### config.mk
export PLATFORM = sky130hd
export DESIGN_NAME = mcdt_dist
export DESIGN_NICKNAME = d
export VERILOG_FILES = /design/src/rtl/mcdt_dist_pkg.sv /design/src/rtl/mcdt_dist_fifo.sv /design/src/rtl/mcdt_dist.sv
export SDC_FILE = /design/constraint.sdc
export NUM_CORES = 2
export LEC_CHECK = 0
export ABC_CLOCK_PERIOD_IN_PS = 6180
export CORE_MARGIN = 2
export CORE_UTILIZATION = 45
export CTS_BUF_LIST = sky130_fd_sc_hd__clkbuf_4 sky130_fd_sc_hd__clkbuf_8
export CTS_CLUSTER_SIZE = 12
export DETAILED_ROUTE_END_ITERATION = 8
export SLEW_MARGIN = 0
export SYNTH_ARGS = -nofsm -noshare
export SYNTH_HDL_FRONTEND = slang
export SYNTH_HIERARCHICAL = 1
export SYNTH_SLANG_ARGS = --single-unit
### constraint.sdc
create_clock -name clk_i -period 6.18 [get_ports clk_i]
set_input_delay 1.854 -clock clk_i [delete_from_list [all_inputs] [get_ports clk_i]]
set_output_delay 1.854 -clock clk_i [all_outputs]
set_load 0.05 [all_outputs]
### src/rtl/mcdt_dist_pkg.sv
// mcdt_dist_pkg
// Shared constants for the mcdt receive-side distributor: default stream
// width and FIFO depth, derived pointer/count widths, channel count and the
// reserved (illegal) channel id.
package mcdt_dist_pkg;

  localparam int DIST_DW    = 32;
  localparam int DIST_DEPTH = 16;
  localparam int NUM_CH     = 3;

  typedef logic [1:0] ch_id_t;
  localparam ch_id_t ID_BAD = 2'b11;

  // Pointer width for a power-of-two depth.
  function automatic int ptr_width(input int depth);
    return $clog2(depth);
  endfunction

  localparam int DIST_PTR_W = ptr_width(DIST_DEPTH);
  // One extra bit so the count can represent a completely full FIFO.
  localparam int DIST_CNT_W = DIST_PTR_W + 1;

endpackage

### src/rtl/mcdt_dist_fifo.sv
// dist_fifo
// Single-clock synchronous FIFO used once per distributor channel.
// Ports:
//   clk_i, rstn_i : clock, async active-low reset (clears pointers/count)
//   push_i        : write request; accepted when not full or popped same cycle
//   wdata_i       : write data
//   pop_i         : read request; ignored while empty
//   rdata_o       : head entry, forced to 0 while empty
//   valid_o       : FIFO non-empty
//   margin_o      : free entries (DEPTH - count)
//   full_o        : count == DEPTH
module dist_fifo
  import mcdt_dist_pkg::*;
#(
  parameter  int DW    = DIST_DW,
  parameter  int DEPTH = DIST_DEPTH,
  localparam int PTR_W = ptr_width(DEPTH),
  localparam int CNT_W = PTR_W + 1
) (
  input  logic             clk_i,
  input  logic             rstn_i,
  input  logic             push_i,
  input  logic [DW-1:0]    wdata_i,
  input  logic             pop_i,
  output logic [DW-1:0]    rdata_o,
  output logic             valid_o,
  output logic [CNT_W-1:0] margin_o,
  output logic             full_o
);

  logic [DW-1:0]    mem [DEPTH];
  logic [PTR_W-1:0] wr_ptr;
  logic [PTR_W-1:0] rd_ptr;
  logic [CNT_W-1:0] count;
  logic             do_pop;
  logic             do_push;

  assign valid_o  = (count != '0);
  assign full_o   = (count == CNT_W'(DEPTH));
  assign margin_o = CNT_W'(DEPTH) - count;

  // A pop frees a slot at the same edge, so a full FIFO can still take a push.
  assign do_pop  = pop_i && valid_o;
  assign do_push = push_i && (!full_o || do_pop);

  always_ff @(posedge clk_i or negedge rstn_i) begin
    if (!rstn_i) begin
      wr_ptr <= '0;
      rd_ptr <= '0;
      count  <= '0;
    end else begin
      if (do_push) wr_ptr <= wr_ptr + PTR_W'(1);
      if (do_pop)  rd_ptr <= rd_ptr + PTR_W'(1);
      case ({do_push, do_pop})
        2'b10:   count <= count + CNT_W'(1);
        2'b01:   count <= count - CNT_W'(1);
        default: count <= count;
      endcase
    end
  end

  // Storage carries no reset; stale entries are unreachable once count is 0.
  always_ff @(posedge clk_i) begin
    if (do_push) mem[wr_ptr] <= wdata_i;
  end

  // Masking with the registered valid keeps the head at 0 while empty,
  // including straight out of reset.
  assign rdata_o = valid_o ? mem[rd_ptr] : '0;

endmodule

### src/rtl/mcdt_dist.sv
// mcdt_dist
// Receive-side distributor: steers merged (data, valid, id) beats into three
// per-channel FIFOs drained by valid/ready consumers. The input stream cannot
// be stalled, so beats to a full channel or to the reserved id are dropped
// and reported through sticky flags.
// Ports:
//   clk_i, rstn_i          : clock, async active-low reset
//   mcdt_data_i/val_i/id_i : incoming beat
//   chN_data_o/valid_o     : head of FIFO N and its non-empty flag
//   chN_ready_i            : consumer N takes the head this cycle
//   chN_margin_o           : free entries in FIFO N
//   ovf_o                  : sticky per-channel overflow
//   bad_id_o               : sticky illegal-id flag
//   err_clr_i              : synchronous clear of ovf_o / bad_id_o
module mcdt_dist
  import mcdt_dist_pkg::*;
#(
  parameter  int DW    = DIST_DW,
  parameter  int DEPTH = DIST_DEPTH,
  localparam int CNT_W = ptr_width(DEPTH) + 1
) (
  input  logic             clk_i,
  input  logic             rstn_i,
  input  logic [DW-1:0]    mcdt_data_i,
  input  logic             mcdt_val_i,
  input  logic [1:0]       mcdt_id_i,
  output logic [DW-1:0]    ch0_data_o,
  output logic             ch0_valid_o,
  input  logic             ch0_ready_i,
  output logic [CNT_W-1:0] ch0_margin_o,
  output logic [DW-1:0]    ch1_data_o,
  output logic             ch1_valid_o,
  input  logic             ch1_ready_i,
  output logic [CNT_W-1:0] ch1_margin_o,
  output logic [DW-1:0]    ch2_data_o,
  output logic             ch2_valid_o,
  input  logic             ch2_ready_i,
  output logic [CNT_W-1:0] ch2_margin_o,
  output logic [2:0]       ovf_o,
  output logic             bad_id_o,
  input  logic             err_clr_i
);

  logic [NUM_CH-1:0] ready;
  logic [NUM_CH-1:0] valid;
  logic [NUM_CH-1:0] full;
  logic [NUM_CH-1:0] push_sel;
  logic [NUM_CH-1:0] ovf_set;
  logic [DW-1:0]     data   [NUM_CH];
  logic [CNT_W-1:0]  margin [NUM_CH];
  logic              bad_set;

  assign ready = {ch2_ready_i, ch1_ready_i, ch0_ready_i};

  for (genvar n = 0; n < NUM_CH; n++) begin : g_ch
    assign push_sel[n] = mcdt_val_i && (mcdt_id_i == 2'(n));
    // Dropped only when full and the consumer is not freeing a slot now.
    assign ovf_set[n]  = push_sel[n] && full[n] && !(valid[n] && ready[n]);

    dist_fifo #(
      .DW    (DW),
      .DEPTH (DEPTH)
    ) u_fifo (
      .clk_i    (clk_i),
      .rstn_i   (rstn_i),
      .push_i   (push_sel[n]),
      .wdata_i  (mcdt_data_i),
      .pop_i    (ready[n]),
      .rdata_o  (data[n]),
      .valid_o  (valid[n]),
      .margin_o (margin[n]),
      .full_o   (full[n])
    );
  end

  assign bad_set = mcdt_val_i && (mcdt_id_i == ID_BAD);

  // Sticky error flags; an error arriving with the clear still lands.
  always_ff @(posedge clk_i or negedge rstn_i) begin
    if (!rstn_i) begin
      ovf_o    <= '0;
      bad_id_o <= 1'b0;
    end else if (err_clr_i) begin
      ovf_o    <= ovf_set;
      bad_id_o <= bad_set;
    end else begin
      ovf_o    <= ovf_o | ovf_set;
      bad_id_o <= bad_id_o | bad_set;
    end
  end

  assign ch0_data_o   = data[0];
  assign ch0_valid_o  = valid[0];
  assign ch0_margin_o = margin[0];
  assign ch1_data_o   = data[1];
  assign ch1_valid_o  = valid[1];
  assign ch1_margin_o = margin[1];
  assign ch2_data_o   = data[2];
  assign ch2_valid_o  = valid[2];
  assign ch2_margin_o = margin[2];

endmodule

### After elaboration in Yosys (flattened, before gate mapping)

Memories as Yosys holds them, arrays and structs flattened.
Cells that the tools add are included.

| word-level totals | value |
|---|---|
| bits in registers | 43 |
| bits in writable memories | 1536 |
| input bits | 41 |
| memories kept | 3 |

| operators by class | value |
|---|---|
| $add $sub $neg | 15 |
| eq/ne operators | 12 |
| muxes and demuxes | 14 |
| bitwise gates (word level) | 2 |
| reductions and logical operators | 32 |

Memories:

| memory | words | bits a word | read ports | clocked after memory_dff | write ports | line | source |
|---|---|---|---|---|---|---|---|
| g_ch[0].u_fifo.mem | 16 | 32 | 1 | 0 | 1 | mcdt_dist_fifo.sv:31 | `logic [DW-1:0] mem [DEPTH];` |
| g_ch[1].u_fifo.mem | 16 | 32 | 1 | 0 | 1 | mcdt_dist_fifo.sv:31 |  |
| g_ch[2].u_fifo.mem | 16 | 32 | 1 | 0 | 1 | mcdt_dist_fifo.sv:31 |  |

Operators by type and width:

| kind | number |
|---|---|
| 32-bit two-way mux | 3 |
| 5-bit case mux with 2 select lines | 3 |
| 4-bit by 1-bit adder with 4-bit output (second input constant) | 6 |
| 1-bit logical AND | 16 |
| 5-bit by 1-bit adder with 5-bit output (second input constant) | 3 |
| 5-bit equality test (second input constant) | 3 |
| 5-bit nonzero test | 3 |
| 5-bit by 1-bit subtractor with 5-bit output (second input constant) | 3 |
| 5-bit subtractor (first input constant) | 3 |
| 2-bit equality test (second input constant) | 5 |
| 2-bit by 1-bit equality test with 1-bit output (second input constant) | 4 |
| 1-bit two-way mux | 7 |
| 1-bit zero test | 6 |
| 2-bit nonzero test | 3 |
| 1-bit logical OR | 3 |
| 3-bit two-way mux | 1 |
| 3-bit bitwise OR | 1 |
| 2-bit zero test | 1 |
| 1-bit bitwise OR | 1 |

### Longest topological paths before layout

| depth | value |
|---|---|
| depth after elaboration | 6 |
| mapped depth | 12 |
| depth with buffers taken out | 11 |

### Hierarchy

The synthesis kept the hierarchy.

By module, submodules not included:

| module | instances | cells an instance | area an instance (µm²) |
|---|---|---|---|
| dist_fifo (g_ch[0].u_fifo ...) | 2 | 995 | 20445.9 |
| dist_fifo (g_ch[2].u_fifo) | 1 | 1029 | 20613.5 |
| mcdt_dist | 1 | 15 | 182.7 |

### Least setup slack after synthesis

OpenSTA, ideal clock, no wires.

| path | value |
|---|---|
| path kind | input to register |
| start | in mcdt_id_i[1] |
| end | mem g_ch[0].u_fifo/mem[7][0] (netlist name) (enable) |
| library setup time | 468 ps |
| arrival | 5115 ps |
| setup slack | 597 ps |
| cell stages on the path | 4 |
| path buffers | 0 |
| path through | nor3b_1 -> a21boi_1 -> nand2_1 -> nor3b_1 |

| on the way | value |
|---|---|
| cells in the longest elaborated chain, start to end | 5 |

RTL lines:

| what | line | source |
|---|---|---|
| start: declaration | mcdt_dist.sv:26 | `input logic [1:0] mcdt_id_i,` |
| 2-bit zero test | mcdt_dist.sv:56 | `assign push_sel[n] = mcdt_val_i && (mcdt_id_i == 2'(n));` |
| 1-bit logical AND | mcdt_dist.sv:56 |  |
| 1-bit logical AND | mcdt_dist_fifo.sv:44 | `assign do_push = push_i && (!full_o \|\| do_pop);` |
| 1-bit two-way mux | mcdt_dist_fifo.sv:64 | `if (do_push) mem[wr_ptr] <= wdata_i;` |
| 1-bit two-way mux (not written as such) | mcdt_dist_fifo.sv:64 |  |
| end: declaration | mcdt_dist_fifo.sv:31 |  |

Every way passes these cells.

### Final worst setup path

| path | value |
|---|---|
| start | reg g_ch[2].u_fifo.rd_ptr[1] |
| end | out ch2_data_o[3] |

| on the way | value |
|---|---|
| cells in the longest elaborated chain, start to end | 2 |

RTL lines:

| what | line | source |
|---|---|---|
| start: declaration | mcdt_dist_fifo.sv:33 | `logic [PTR_W-1:0] rd_ptr;` |
| start signal: assignment | mcdt_dist_fifo.sv:53 | `if (do_pop) rd_ptr <= rd_ptr + PTR_W'(1);` |
| memory read 16 x 32 bit | n/a |  |
| 32-bit two-way mux | mcdt_dist_fifo.sv:69 | `assign rdata_o = valid_o ? mem[rd_ptr] : '0;` |
| end: declaration | mcdt_dist.sv:35 | `output logic [DW-1:0] ch2_data_o,` |

Every way passes these cells.

==> key figures <==
Worst setup path
  • Combined buffer and inverter count along the critical path: 1
  • Crit path DAT: 4100 ps
  • Biggest fanout along the worst timing path: 45
  • Delay-heaviest family, CP: simple AND/OR/NAND/NOR gates
  • Worst endpoint required time: 4330 ps
  • Crit Path Class: reg -> out
  • Slowest CP cell: sky130_fd_sc_hd__nor2_2
  • Crit path cell chain: nor2_2 > a22oi_1 > nand3_1 > o21ai_0 > clkdlybuf4s50_1
  • Longest individual stage delay on the worst path: 1070 ps
  • Element type at the critical path start: register
  • Worst reg2reg path depth: 7
  • Endpoint of the lowest-slack register-to-register path: g_ch[1].u_fifo/mem[2][1]$_DFFE_PP_
  • Worst R2R Setup Slack: 2280 ps
  • Critical Path Sink Type: output pin
  • RR Startpoint: g_ch[1].u_fifo/count[0]$_DFFE_PN0P_

STA
  • Final worst path period need: 5950 ps
  • Highest clock rate: 0.168 GHz
  • Final hold violations: 0
  • Count of final setup violators: 0
  • Setup repair after global routing missed its margin: no
  • Post-route clock period utilization: 96.3%
  • Final TNS setup: 0 ps
  • Max Slew Vio Count: 0
  • Transition time at the pin with the least slew margin: 1320 ps
  • Worst slew margin relative to its limit: 11.8%
  • Worst clock skew on the final layout: 46.2 ps

Finish
  • Final layout net count: 3,467
  • Layout area overhead: 13.8%
  • Number of inserted filler cells in the final layout: 10,700
  • Share of final-layout standard cells stronger than drive strength 1: 28.9%

Logic synthesis
  • Portion of the post-synthesis area used by sequential elements: 76.5%
  • Post-synth design cell area: 0.0617 sq mm
  • Area fraction of the dominant cell type after synthesis: 74.8%
  • Combinational family with the most area after synthesis: multiplexers
  • Share of synthesized area spent on multiplexers: 13.7%
  • Fraction of synthesized cell area in xor and xnor cells: 0.469%
  • Post-synthesis async set-or-reset flop share: 2.72%
  • Syn. warnings: 6
  • Count of flip-flops with a built-in enable after synthesis: 1,536
  • Share of the synthesized area in compound gates (AO/OA/AOI/OAI): 4.69%
  • Top-count cell post-synth: sky130_fd_sc_hd__edfxtp_1
  • Synth unique cells: 47
  • Most frequent cells after synthesis: sky130_fd_sc_hd__edfxtp_1, sky130_fd_sc_hd__mux2i_1, sky130_fd_sc_hd__mux4_2, sky130_fd_sc_hd__a22oi_1, sky130_fd_sc_hd__mux2_2
  • Adder and majority gate portion of the synthesized area: 0.767%
  • Mean instance size in the synthesized netlist: 20.3 sq um
  • Biggest area contributors in the synthesized netlist: sky130_fd_sc_hd__edfxtp_1, sky130_fd_sc_hd__mux4_2, sky130_fd_sc_hd__mux2i_1
  • Library cell occupying the most area in the post-synthesis netlist: sky130_fd_sc_hd__edfxtp_1
  • Syn Nets: 3,111
  • Gate count of the mapped netlist: 3,034
  • Simple-gate share of the synthesized area: 1.86%
  • Dominant synthesized flop cell: sky130_fd_sc_hd__edfxtp_1
  • Seq cells post-synth: 1,579

Power
  • Part of the total power dissipated in sequential elements: 37.7%
  • P per Cell Area: 483 mW/mm^2
  • Combinational share of power: 35.6%
  • Switching part of the total power: 36.4%
  • Peak supply drop: 0.594 mV
  • Lkg Pwr: 23.4 nW
  • Net load switching power: 12.4 mW
  • Cell internal power dissipation: 21.6 mW
  • Fraction of power consumed by the clock network: 26.7%
  • Overall power consumption: 33.9 mW

Clocking
  • H-tree depth: 5
  • Hold_buf cts: 0
  • # Post-CTS Setup Buffers: 0
  • Clock buffer count from CTS: 279
  • Resized cells post-CTS: 0
  • Clock Tree Root: sky130_fd_sc_hd__clkbuf_8
  • Max Buffers Root-to-Sink: 4
  • CTS sink cnt: 1,579
  • Clock tree from TritonCTS: done
  • Later-pin clock latency in the skew report: 940 ps
  • Clock-pin slew reported for the worst setup and hold paths after clock tree synthesis: 60 ps

Routing
  • Detailed Routing Iterations Pass 1: 6
  • Antenna-violating nets left: 0
  • Post-Route WL: 152,000 um
  • Via density: 5.82
  • Routed length per instance: 28.4 um
  • Via count: 31,200
  • Remaining routing DRC violations: 0
  • Iteration-0 DRC count of the detailed router: 3,199

Min path
  • Hold Path Class: reg -> reg
  • Hold-critical path endpoint: bad_id_o$_DFF_PN0_
  • Number of cells on the worst hold path: 1
  • Hold path startpoint: bad_id_o$_DFF_PN0_

Global routing
  • Via count of the first global-routing pass: 32,600
  • Largest net degree at the start of global routing: 76
  • Initial antenna violation count: 14
  • Residual overflow from global routing: 0
  • Combined global-route utilization of all metal layers: 21.7%
  • Wire length of the first global-routing pass: 220,000 um

Run status
  • Status: complete, no violations

Floorplanning
  • Die Span X: 374 um
  • Overall die area: 0.140 sq mm
  • Die extent in y: 374 um
  • Area of the core region: 0.136 sq mm
  • Site row count: 135
  • I/O pin count: 159
  • Starting density of the core: 45.4%

Place
  • Routability-driven placement congestion ratio: 0.821
  • Number of port buffers: 158
  • Detailed placement HPWL: 85,700 um

Run
  • Maxcap violations: 0
layer usage:
layer / vias to the layer above / part of all wire, % / GRT usage, %
met1: 16300 / 41 / 29.1
met3: 275 / 8.1 / 5.09
li1: 13300 / - / -
met5: - / 0.0046 / 0
met2: 1362 / 48 / 35.0
met4: 2 / 2.9 / 7.36
cells in the final DEF (no fill, tap or decap), types with 15 or more instances in the layout:
master and n:
sky130_fd_sc_hd__a22oi_2 17, sky130_fd_sc_hd__dfrtp_1 37, sky130_fd_sc_hd__nand2_1 56, sky130_fd_sc_hd__clkbuf_8 293
sky130_fd_sc_hd__nand3_1 33, sky130_fd_sc_hd__o22ai_1 23, sky130_fd_sc_hd__clkinv_2 28, sky130_fd_sc_hd__buf_4 154
sky130_fd_sc_hd__o21ai_1 62, sky130_fd_sc_hd__xnor2_1 30, sky130_fd_sc_hd__ha_1 32, sky130_fd_sc_hd__a22oi_1 179
sky130_fd_sc_hd__and3_2 21, sky130_fd_sc_hd__a221o_1 20, sky130_fd_sc_hd__mux2_2 131, sky130_fd_sc_hd__buf_12 15
sky130_fd_sc_hd__clkinv_1 54, sky130_fd_sc_hd__buf_2 31, sky130_fd_sc_hd__clkbuf_4 78, sky130_fd_sc_hd__clkdlybuf4s50_1 45
sky130_fd_sc_hd__o221ai_1 44, sky130_fd_sc_hd__mux4_2 192, sky130_fd_sc_hd__inv_1 27, sky130_fd_sc_hd__mux2i_1 264
sky130_fd_sc_hd__edfxtp_1 1536
how the worst max path moves through the flow:
stage / from / end / slack (ps) / cells after the start
after floorplan: mcdt_id_i[1] / g_ch[0].u_fifo/mem[7][0]$_DFFE_PP_ / 600 / 4
after global placement: mcdt_val_i / g_ch[0].u_fifo/mem[2][3]$_DFFE_PP_ / 670 / 5
after detailed placement: mcdt_val_i / g_ch[0].u_fifo/mem[2][12]$_DFFE_PP_ / 460 / 5
after CTS: g_ch[1].u_fifo/count[0]$_DFFE_PN0P_ / ch1_data_o[17] / 170 / 10
after global routing: g_ch[2].u_fifo/rd_ptr[1]$_DFFE_PN0N_ / ch2_data_o[22] / 40 / 5
final: g_ch[2].u_fifo/rd_ptr[1]$_DFFE_PN0N_ / ch2_data_o[3] / 230 / 5
stage by stage:
step	hold WS [ps]	area (sq um)	instances	setup WS, ps	utilization [%]
detailed placement	487	65000	4890	456	47.9
finish	495	70200	5359	227	51.7
global route	524	70200	5358	35.9	51.7
global placement	474	65000	4890	671	47.9
floorplan	460	61700	3034	597	-
CTS	501	70200	5356	172	51.7
power groups by stage:
| stage | Combinational (mW) | Sequential [mW] | Clock (mW) |
|---|---|---|---|
| global route | 12.7 | 12.9 | 9.77 |
| floorplan | 8.79 | 12.5 | 0 |
| CTS | 12.2 | 12.8 | 9.27 |
| finish | 12.1 | 12.8 | 9.05 |
| global placement | 12.0 | 13.0 | 0 |
| detailed placement | 12.1 | 13.0 | 0 |
flip-flops by register name, indices dropped and copies added, names as in the netlist:
| signal | flops |
|---|---|
| g_ch.u_fifo/rd_ptr | 12 |
| bad_id_o | 1 |
| g_ch.u_fifo/wr_ptr | 12 |
| g_ch.u_fifo/count | 15 |
| ovf_o | 3 |
| g_ch.u_fifo/mem | 1536 |
cell type report:
class | count | area [sq um] | share of cell area, %
Clock inverter | 95 | 554 | 0.789
Multi-Input combinational cell | 1256 | 13400 | 19.1
Inverter | 27 | 101 | 0.144
Timing Repair Buffer | 247 | 2070 | 2.95
Sequential cell | 1579 | 47200 | 67.2
Tap cell | 1781 | 2230 | 3.17
Clock buffer | 371 | 4620 | 6.58
Antenna cell | 3 | 7.51 | 0.0107
kinds of logic (layout without fill, tap and decap cells):
kind of cell | Yosys count | in the layout
AOI/OAI and AO/OA | 389 | 389
xor gates and xnor gates | 33 | 33
adders and majority gates | 36 | 36
buffers and inverters | 199 | 740
DFF | 1579 | 1579
muxes | 587 | 587
other | 0 | 3
and+or+nand+nor | 211 | 211
No activity file was read; power rests on OpenSTA's default activity.
